File: src/rtl/psum_rearrange_reader.sv
// Read-side sequencer for the psum rearrange buffer: walks the stored layer pixel-major,
// channel-minor, packs four signed bytes per word and streams them over valid/ready.
module psum_rearrange_reader #(
    parameter int ADDR_W = 12,
    parameter int DEPTH  = 3500,
    parameter int DIM_W  = 10
) (
    input  logic                     clock,
    input  logic                     reset,
    input  logic                     start,
    input  logic [DIM_W-1:0]         cfg_channel,
    input  logic [DIM_W-1:0]         cfg_height,
    input  logic [DIM_W-1:0]         cfg_width,
    output logic [ADDR_W-1:0]        read_addr,
    input  logic signed [7:0]        read_data,
    output logic [31:0]              ifmap_data,
    output logic                     ifmap_valid,
    input  logic                     ifmap_ready,
    output logic                     busy,
    output logic                     done
);

    localparam int PL_W  = 2 * DIM_W;
    localparam int CO_W  = 3 * DIM_W;
    localparam int CNT_W = $clog2(DEPTH + 1);

    typedef enum logic [1:0] {
        IDLE  = 2'd0,
        FETCH = 2'd1,
        FLUSH = 2'd2,
        DRAIN = 2'd3
    } state_t;

    state_t              state_q, state_n;
    logic                done_q, done_n;
    logic [DIM_W-1:0]    cfg_c;
    logic [PL_W-1:0]     plane;
    logic [DIM_W-1:0]    ch;
    logic [PL_W-1:0]     pix;
    logic [CO_W-1:0]     coff;
    logic [CNT_W-1:0]    kcnt;
    logic [1:0]          lane_p0;
    logic [23:0]         pack_p0;
    logic [31:0]         data_p1;
    logic                vld_p1;

    logic cfg_zero, start_go, out_free, fetch_en, last_byte, drain_ok, flush_load;

    assign cfg_zero   = (cfg_channel == '0) || (cfg_height == '0) || (cfg_width == '0);
    assign start_go   = (state_q == IDLE) && start && !cfg_zero;
    assign out_free   = !vld_p1 || ifmap_ready;
    assign drain_ok   = !vld_p1 || ifmap_ready;
    // The lane-3 byte goes straight into the output word, so it is only read when that word can move.
    assign fetch_en   = (state_q == FETCH) && ((lane_p0 != 2'd3) || out_free);
    assign last_byte  = ((ch == cfg_c - DIM_W'(1)) && (pix == plane - PL_W'(1)))
                        || (kcnt == CNT_W'(DEPTH - 1));
    assign flush_load = (state_q == FLUSH) && (lane_p0 != 2'd0) && out_free;

    assign ifmap_data  = data_p1;
    assign ifmap_valid = vld_p1;
    assign busy        = (state_q != IDLE);
    assign done        = done_q;

    always_comb begin
        state_n = state_q;
        done_n  = 1'b0;
        case (state_q)
            IDLE: begin
                if (start) begin
                    if (cfg_zero) done_n  = 1'b1;
                    else          state_n = FETCH;
                end
            end
            FETCH: begin
                if (fetch_en && last_byte) state_n = FLUSH;
            end
            FLUSH: begin
                // No partial word left: finish as soon as the last full word is taken.
                if (lane_p0 == 2'd0) begin
                    if (drain_ok) begin
                        state_n = IDLE;
                        done_n  = 1'b1;
                    end else begin
                        state_n = DRAIN;
                    end
                end else if (out_free) begin
                    state_n = DRAIN;
                end
            end
            DRAIN: begin
                if (drain_ok) begin
                    state_n = IDLE;
                    done_n  = 1'b1;
                end
            end
            default: state_n = IDLE;
        endcase
    end

    always_ff @(posedge clock) begin
        if (reset) begin
            state_q <= IDLE;
            done_q  <= 1'b0;
        end else begin
            state_q <= state_n;
            done_q  <= done_n;
        end
    end

    // Stage p0: address walk and byte fetch into pack lanes
    always_ff @(posedge clock) begin
        if (reset) begin
            cfg_c     <= '0;
            plane     <= '0;
            ch        <= '0;
            pix       <= '0;
            coff      <= '0;
            kcnt      <= '0;
            lane_p0   <= '0;
            pack_p0   <= '0;
            read_addr <= '0;
        end else if (start_go) begin
            cfg_c     <= cfg_channel;
            plane     <= PL_W'(cfg_height) * PL_W'(cfg_width);
            ch        <= '0;
            pix       <= '0;
            coff      <= '0;
            kcnt      <= '0;
            lane_p0   <= '0;
            pack_p0   <= '0;
            read_addr <= '0;
        end else if (fetch_en) begin
            lane_p0 <= lane_p0 + 2'd1;
            kcnt    <= kcnt + CNT_W'(1);
            case (lane_p0)
                2'd0:    pack_p0 <= {16'd0, read_data};
                2'd1:    pack_p0[15:8]  <= read_data;
                2'd2:    pack_p0[23:16] <= read_data;
                default: pack_p0 <= pack_p0;
            endcase
            if (!last_byte) begin
                if (ch == cfg_c - DIM_W'(1)) begin
                    ch        <= '0;
                    coff      <= '0;
                    pix       <= pix + PL_W'(1);
                    read_addr <= ADDR_W'(pix + PL_W'(1));
                end else begin
                    ch        <= ch + DIM_W'(1);
                    coff      <= coff + CO_W'(plane);
                    read_addr <= ADDR_W'(coff + CO_W'(plane) + CO_W'(pix));
                end
            end
        end
    end

    // Stage p1: output word register
    always_ff @(posedge clock) begin
        if (reset) begin
            data_p1 <= '0;
            vld_p1  <= 1'b0;
        end else begin
            if (vld_p1 && ifmap_ready) vld_p1 <= 1'b0;
            if (fetch_en && (lane_p0 == 2'd3)) begin
                data_p1 <= {read_data, pack_p0};
                vld_p1  <= 1'b1;
            end else if (flush_load) begin
                data_p1 <= {8'd0, pack_p0};
                vld_p1  <= 1'b1;
            end
        end
    end

endmodule
File: config.mk
export PLATFORM = sky130hd
export DESIGN_NAME = psum_rearrange_reader
export DESIGN_NICKNAME = d
export VERILOG_FILES = /design/src/rtl/psum_rearrange_reader.sv
export SDC_FILE = /design/constraint.sdc
export NUM_CORES = 1
export LEC_CHECK = 0
export BUFFER_PORTS_ARGS = -buffer_cell sky130_fd_sc_hd__buf_2
export CORE_MARGIN = 3
export CORE_UTILIZATION = 50
export CTS_CLUSTER_SIZE = 16
export DETAILED_ROUTE_END_ITERATION = 10
export GPL_ROUTABILITY_DRIVEN = 0
export PLACE_DENSITY = 0.79
export RECOVER_POWER = 100
export SLEW_MARGIN = 25
export SYNTH_ARGS = -nofsm -noshare
export SYNTH_HDL_FRONTEND = slang
export SYNTH_SLANG_ARGS = --single-unit
export TNS_END_PERCENT = 5
File: constraint.sdc
create_clock -name clock -period 7.2 [get_ports clock]
set_input_delay 1.08 -clock clock [delete_from_list [all_inputs] [get_ports clock]]
set_output_delay 1.08 -clock clock [all_outputs]
set_load 0.01 [all_outputs]
==> results_dict.tcl, run 1 <==
set metrics [dict create \
    status "finished with violations" \
    violations "max-capacitance violations, max-slew violations" \
    reg2reg_from "plane[8]" \
    required_ns 7.55 \
    syn_area_um2 11600 \
    finalSetupTns_ns 0 \
    grt_pass1_wl_mm 46.28 \
    asyncSetResetFlopFracSynth_pct 0 \
    clk_pin_slew_ns 0.07 \
    rsz0062_at_grt "false" \
    drc 0 \
    cap_violations 4 \
    cts_tree "yes" \
    synth.yosys.seq_area_share_pct 27.27 \
    synthCells 1433 \
    reg2reg_to "pix[19]" \
    fillCellCount 2086 \
    min_path_type "flop to flop" \
    dr.first_iter.drc_count 756 \
    endpoint "pix[19]" \
    final_area_um2 12650 \
    slew_headroom_pct -83.13 \
    core-area_um2 22710 \
    synth_nets 1625 \
    dpl-instance-area_um2 12160 \
    period_share_pct 85.68 \
    clock_path_buffers 2 \
    cts-root-buf "clkbuf_16" \
    grt.overflow.total 0 \
    routed_wl_mm 28.06 \
    ioPinCount 89 \
    seqCellArea_um2 3163 \
    synth_top_area_share_pct 27.27 \
    start_util_pct 51.07 \
    syn_to_final_growth_pct 9.084 \
    cts_max_level 4 \
    peakVddDrop_uv 138.1 \
    total_power_w 0.003336 \
    critPathCaptureType "flop" \
    worstMarginPinSlew_ns 2.711 \
    setup_viol 0 \
    post_cts.repair.setup_buffers 0 \
    vias 10120 \
    max_freq_mhz 162.1 \
    crit_start "plane[8]" \
    grt_pass1_vias 9624 \
    dieArea_um2 25060 \
    multiInputGateArea_um2 7816 \
    fin_skew_ns 0.009628 \
    ant_nets 0 \
    drt_pass1_iterations 6 \
    r2r_cells 10 \
    ctsResizeCount 0 \
    fp.dieH_um 158.3 \
    final.setup.worst_slack_ns 1.031 \
    r2r_slack_ns 1.03 \
    n_antenna_cell 0 \
    avgSynthCellArea_um2 8.093 \
    layout_common_cells "nand2_1 (225), dfxtp_1 (158), nor2_1 (122)" \
    synth_top_cells_by_area "dfxtp_1 (27%), fa_1 (11%), ha_1 (9.3%)" \
    die_w_um 158.3 \
    grt_busiest_layer "met2" \
    power.leakage_nw 5.266 \
    met3_usage_pct 3.588 \
    layout.nets 1659 \
    start_kind "flop" \
    maxSlewViolCount 178 \
    criticalPathCategory "flop to flop" \
    synth_seq_cells 158 \
    hold_viol 0 \
    cts_buffers 17 \
    cp.arrival_ns 6.52 \
    insertion_delay_ns 0.43 \
    synth-main-ff-cell "dfxtp_1" \
    power.density_nw_per_um2 263.7 \
    synth-edff-count 0 \
    whs_ns 0.4476 \
    synth_cell_type_count 70 \
    cts_hold_buf 0 \
    antenna_found_initial 0 \
    dpl.hpwl_mm 20.88 \
    grt_max_degree 81 \
    row_count 55 \
    cts_sinks 158 \
    ys_warn_count 0 \
    drive_above_1_share_pct 6.892 \
    grt_usage_pct 22.45 \
    synth_top_cell_by_area "dfxtp_1" \
    wl_per_cell_um 15.90 \
    io_buffers 88 \
    viasPerCell 5.734 \
    mostFrequentLayoutCell "nand2_1" \
    grt_util_met2_pct 37.35 \
    gr-usage-met1_pct 30.50 \
    cp_max_fo 32 \
    pre_cts_ws_ns 1.012 \
    layout_min_cycle_time_ns 6.169 \
]
[synth_stat cells (all sizes together), types with 15 or more instances]
cell / instances
xor2: 36
fa: 64
nor4: 15
buf: 15
a22oi: 26
clkbuf: 66
o21ai: 21
nor2: 124
nor3: 30
inv: 80
nand3: 39
and2: 69
nand4: 17
and3: 15
nand2: 226
a21oi: 119
ha: 86
dfxtp: 158
xnor2: 63
[per-layer routing]
metal | part of all wire [%] | vias to the layer above | routed length (um)
li1 | - | 4945 | -
met1 | 45 | 4827 | 12570
met2 | 47 | 311 | 13210
met3 | 6.6 | 38 | 1860
met4 | 1.5 | 0 | 420
met5 | 0 | - | 0
[flip-flops by register name, summed over array words and instances (netlist names)]
name         flops
cfg_c           10
ch              10
coff            12
done             1
ifmap_data      32
ifmap_valid      1
kcnt            12
lane_p0          2
pack_p0         24
pix             20
plane           20
read_addr       12
state_q          2
[power by group]
part	internal [W]	switching, W	total, W
clock network	0.000468	0.000425	0.000892
logic	0.000623	0.000830	0.00145
registers	0.000918	0.0000729	0.000991
total	0.00201	0.00133	0.00334
[kinds of logic after synthesis]
family	Yosys count	share of synthesized area (%)
simple gates	598	24.51
xor+xnor	99	7.477
mux	4	0.3453
buf+inv	161	5.319
flops	158	27.27
compound gates	263	14.75
fa+ha+maj	150	20.33
[critical path: stages (launching register included)]
cell and delay, ns:
dfxtp_1 0.42, nor4_1 0.59, nand4_1 0.35, or4_1 0.52, o31ai_1 0.41, o2111ai_1 0.26, o41ai_1 2.23, nor3_2 0.07
clkbuf_1 0.68, nand4_1 0.36, mux2i_1 0.21
[metrics by stage]
step / std cells / util, %
floorplan: 1433 / -
global placement: 1733 / 53.53
detailed placement: 1733 / 53.55
CTS: 1765 / 56.17
global route: 1765 / 55.71
finish: 1765 / 55.71
[area by class of cell]
cell class | count | share of cell area, %
clock buffers | 17 | 3.363
clock inverters | 15 | 1.335
inverters | 80 | 2.374
multi-input cells | 1114 | 61.78
flip-flops and latches | 158 | 25.00
well taps | 285 | 2.819
repair buffers | 96 | 3.323
[worst min-delay path by stage]
stage                    from             end  slack [ns]  cells after the start
4_1_cts           pack_p0[14]  ifmap_data[14]        0.45                      2
2_1_floorplan     pack_p0[10]  ifmap_data[10]        0.43                      2
5_1_grt        ifmap_data[12]  ifmap_data[12]        0.47                      2
3_5_place_dp       pack_p0[9]   ifmap_data[9]        0.44                      2
6_report          pack_p0[14]  ifmap_data[14]        0.45                      2
3_3_place_gp       pack_p0[5]   ifmap_data[5]        0.44                      2
(Power assumes the default switching activity.)
==> run 2: changes to the inputs <==
Settings changed: BUFFER_PORTS_ARGS -buffer_cell sky130_fd_sc_hd__buf_2 to -buffer_cell sky130_fd_sc_hd__clkbuf_2.
==> run 2 against run 1 <==
  * Design area hardly changed
  * Power is 0.41% lower
  * Critical path type is now primary input to flop
  * The flow still finishes with violations (max-capacitance violations, max-slew violations)
  * Routed wire length hardly changed
  * Sequential power hardly changed
  * Core utilization hardly changed
==> results_dict.tcl, run 2 (same netlist as run 1, synthesis figures left out) <==
set metrics [dict create \
    drc 0 \
    fillCellCount 2097 \
    cp_max_fo 11 \
    cts_hold_buf 0 \
    required_ns 7.55 \
    total_power_w 0.003322 \
    grt_usage_pct 22.71 \
    row_count 55 \
    drive_above_1_share_pct 6.752 \
    clock_path_buffers 2 \
    peakVddDrop_uv 143.9 \
    power.leakage_nw 5.281 \
    dpl.hpwl_mm 20.79 \
    routed_wl_mm 28.07 \
    mostFrequentLayoutCell "nand2_1" \
    grt_pass1_vias 9742 \
    power.density_nw_per_um2 262.5 \
    ioPinCount 89 \
    syn_to_final_growth_pct 9.127 \
    layout_min_cycle_time_ns 5.961 \
    max_freq_mhz 167.7 \
    clk_pin_slew_ns 0.08 \
    crit_buf_inv 4 \
    slew_headroom_pct -141.7 \
    reg2reg_from "plane[8]" \
    r2r_slack_ns 1.26 \
    wl_per_cell_um 15.89 \
    die_w_um 158.3 \
    maxSlewViolCount 180 \
    dr.first_iter.drc_count 785 \
    cts_max_level 4 \
    cts_sinks 158 \
    finalSetupTns_ns 0 \
    intPower_w 0.002007 \
    cts_buffers 17 \
    grt_pass1_wl_mm 46.73 \
    period_share_pct 82.80 \
    fin_skew_ns 0.01291 \
    largest_reg_flops 32 \
    min_path_type "flop to flop" \
    layout_common_cells "nand2_1 (225), dfxtp_1 (158), nor2_1 (122)" \
    power_frac_clock_pct 26.9 \
    layout.nets 1660 \
    core-area_um2 22710 \
    start_kind "primary input" \
    cpLargestDelayFamily "adder cells" \
    swShare_pct 39.58 \
    criticalPathCategory "primary input to flop" \
    start_util_pct 51.07 \
    antenna_found_initial 0 \
    ctsResizeCount 0 \
    dieArea_um2 25060 \
    cap_violations 4 \
    ant_nets 0 \
    path_cells "clkbuf_1, nand2_1, fa_1, inv_1, fa_1, ha_1, fa_1, inv_1, fa_1, inv_1, ha_1, nand3_1, o211ai_1, o41a_1, a221oi_1, o21ai_0, a31oi_1, xnor2_1, nand2_1, a21oi_1" \
    fp.dieH_um 158.3 \
    multiInputGateArea_um2 7812 \
    cts-root-buf "clkbuf_16" \
    p_seq_share_pct 29.8 \
    power_frac_comb_pct 43.3 \
    io_buffers 88 \
    crit_start "cfg_height[3]" \
    switching_power_w 0.001315 \
    slowest_delay_ns 0.56 \
    crit_path_frequent_cell "fa_1" \
    critPathCaptureType "flop" \
    viasPerCell 5.739 \
    worstMarginPinSlew_ns 3.625 \
    min_from "pack_p0[0]" \
    violations "max-capacitance violations, max-slew violations" \
    cts_tree "yes" \
    vias 10140 \
    post_cts.repair.setup_buffers 0 \
    status "finished with violations" \
    grt.overflow.total 0 \
    seqCellArea_um2 3163 \
    hold_viol 0 \
    crit_slowest_cell "fa_1" \
    n_antenna_cell 0 \
    setup_viol 0 \
    drt_pass1_iterations 6 \
    grt_max_degree 81 \
    insertion_delay_ns 0.43 \
    rsz0062_at_grt "false" \
    cp.arrival_ns 6.31 \
]
## run 2: changes by cell type in the layout (fill, tap and decap cells not counted), sizes merged
cell / change
clkinvlp: -1
clkinv: +2
inv: -1
clkbuf: +38
buf: -37
## run 2: power by group through the flow
stage	Clock, W	Sequential, W	Combinational [W]
global placement	0	0.00100	0.00140
detailed placement	0	0.00101	0.00143
global route	0.000938	0.000995	0.00165
CTS	0.000904	0.000986	0.00145
floorplan	0	0.000980	0.00116
finish	0.000895	0.000989	0.00144
## run 2: through the flow
step	instance area, um^2	worst slack [ns]	hold WS, ns	utilization, %	std cells
6_report	12660	1.239	0.4526	55.73	1766
5_1_grt	12660	0.7987	0.4722	55.73	1766
4_1_cts	12760	1.454	0.4555	56.19	1766
3_5_place_dp	12160	1.009	0.4429	53.56	1734
3_3_place_gp	12160	1.160	0.4368	53.56	1734
2_1_floorplan	11600	1.306	0.4316	-	1433
## run 2: tightest hold or removal path, stage by stage (launching register included)
cell	delay (ns)
dfxtp_1	0.31
nand2_1	0.05
a21oi_1	0.05
## run 2: final timing paths
kind | endpoint | depth (start not counted)
worst max register to register | ch[6] | 9
worst max-delay path | plane[19] | 20
worst min register to register | ifmap_data[0] | 2
worst min-delay path | ifmap_data[0] | 2
## run 2: per-layer routing
metal  global-route usage [%]  wire length [um]
met1                    31.74             12940
met2                    36.75             13030
met3                    3.099              1613
met4                    6.923               481
met5                        0                 0
## run 2: layout make-up
class                      count  area share [%]
multi-input combinational   1114           61.73
inverter                      80           2.373
sequential                   158           24.99
clock inverter                15           1.354
tap                          285           2.818
clock buffer                  17           3.361
timing repair buffer          97           3.371
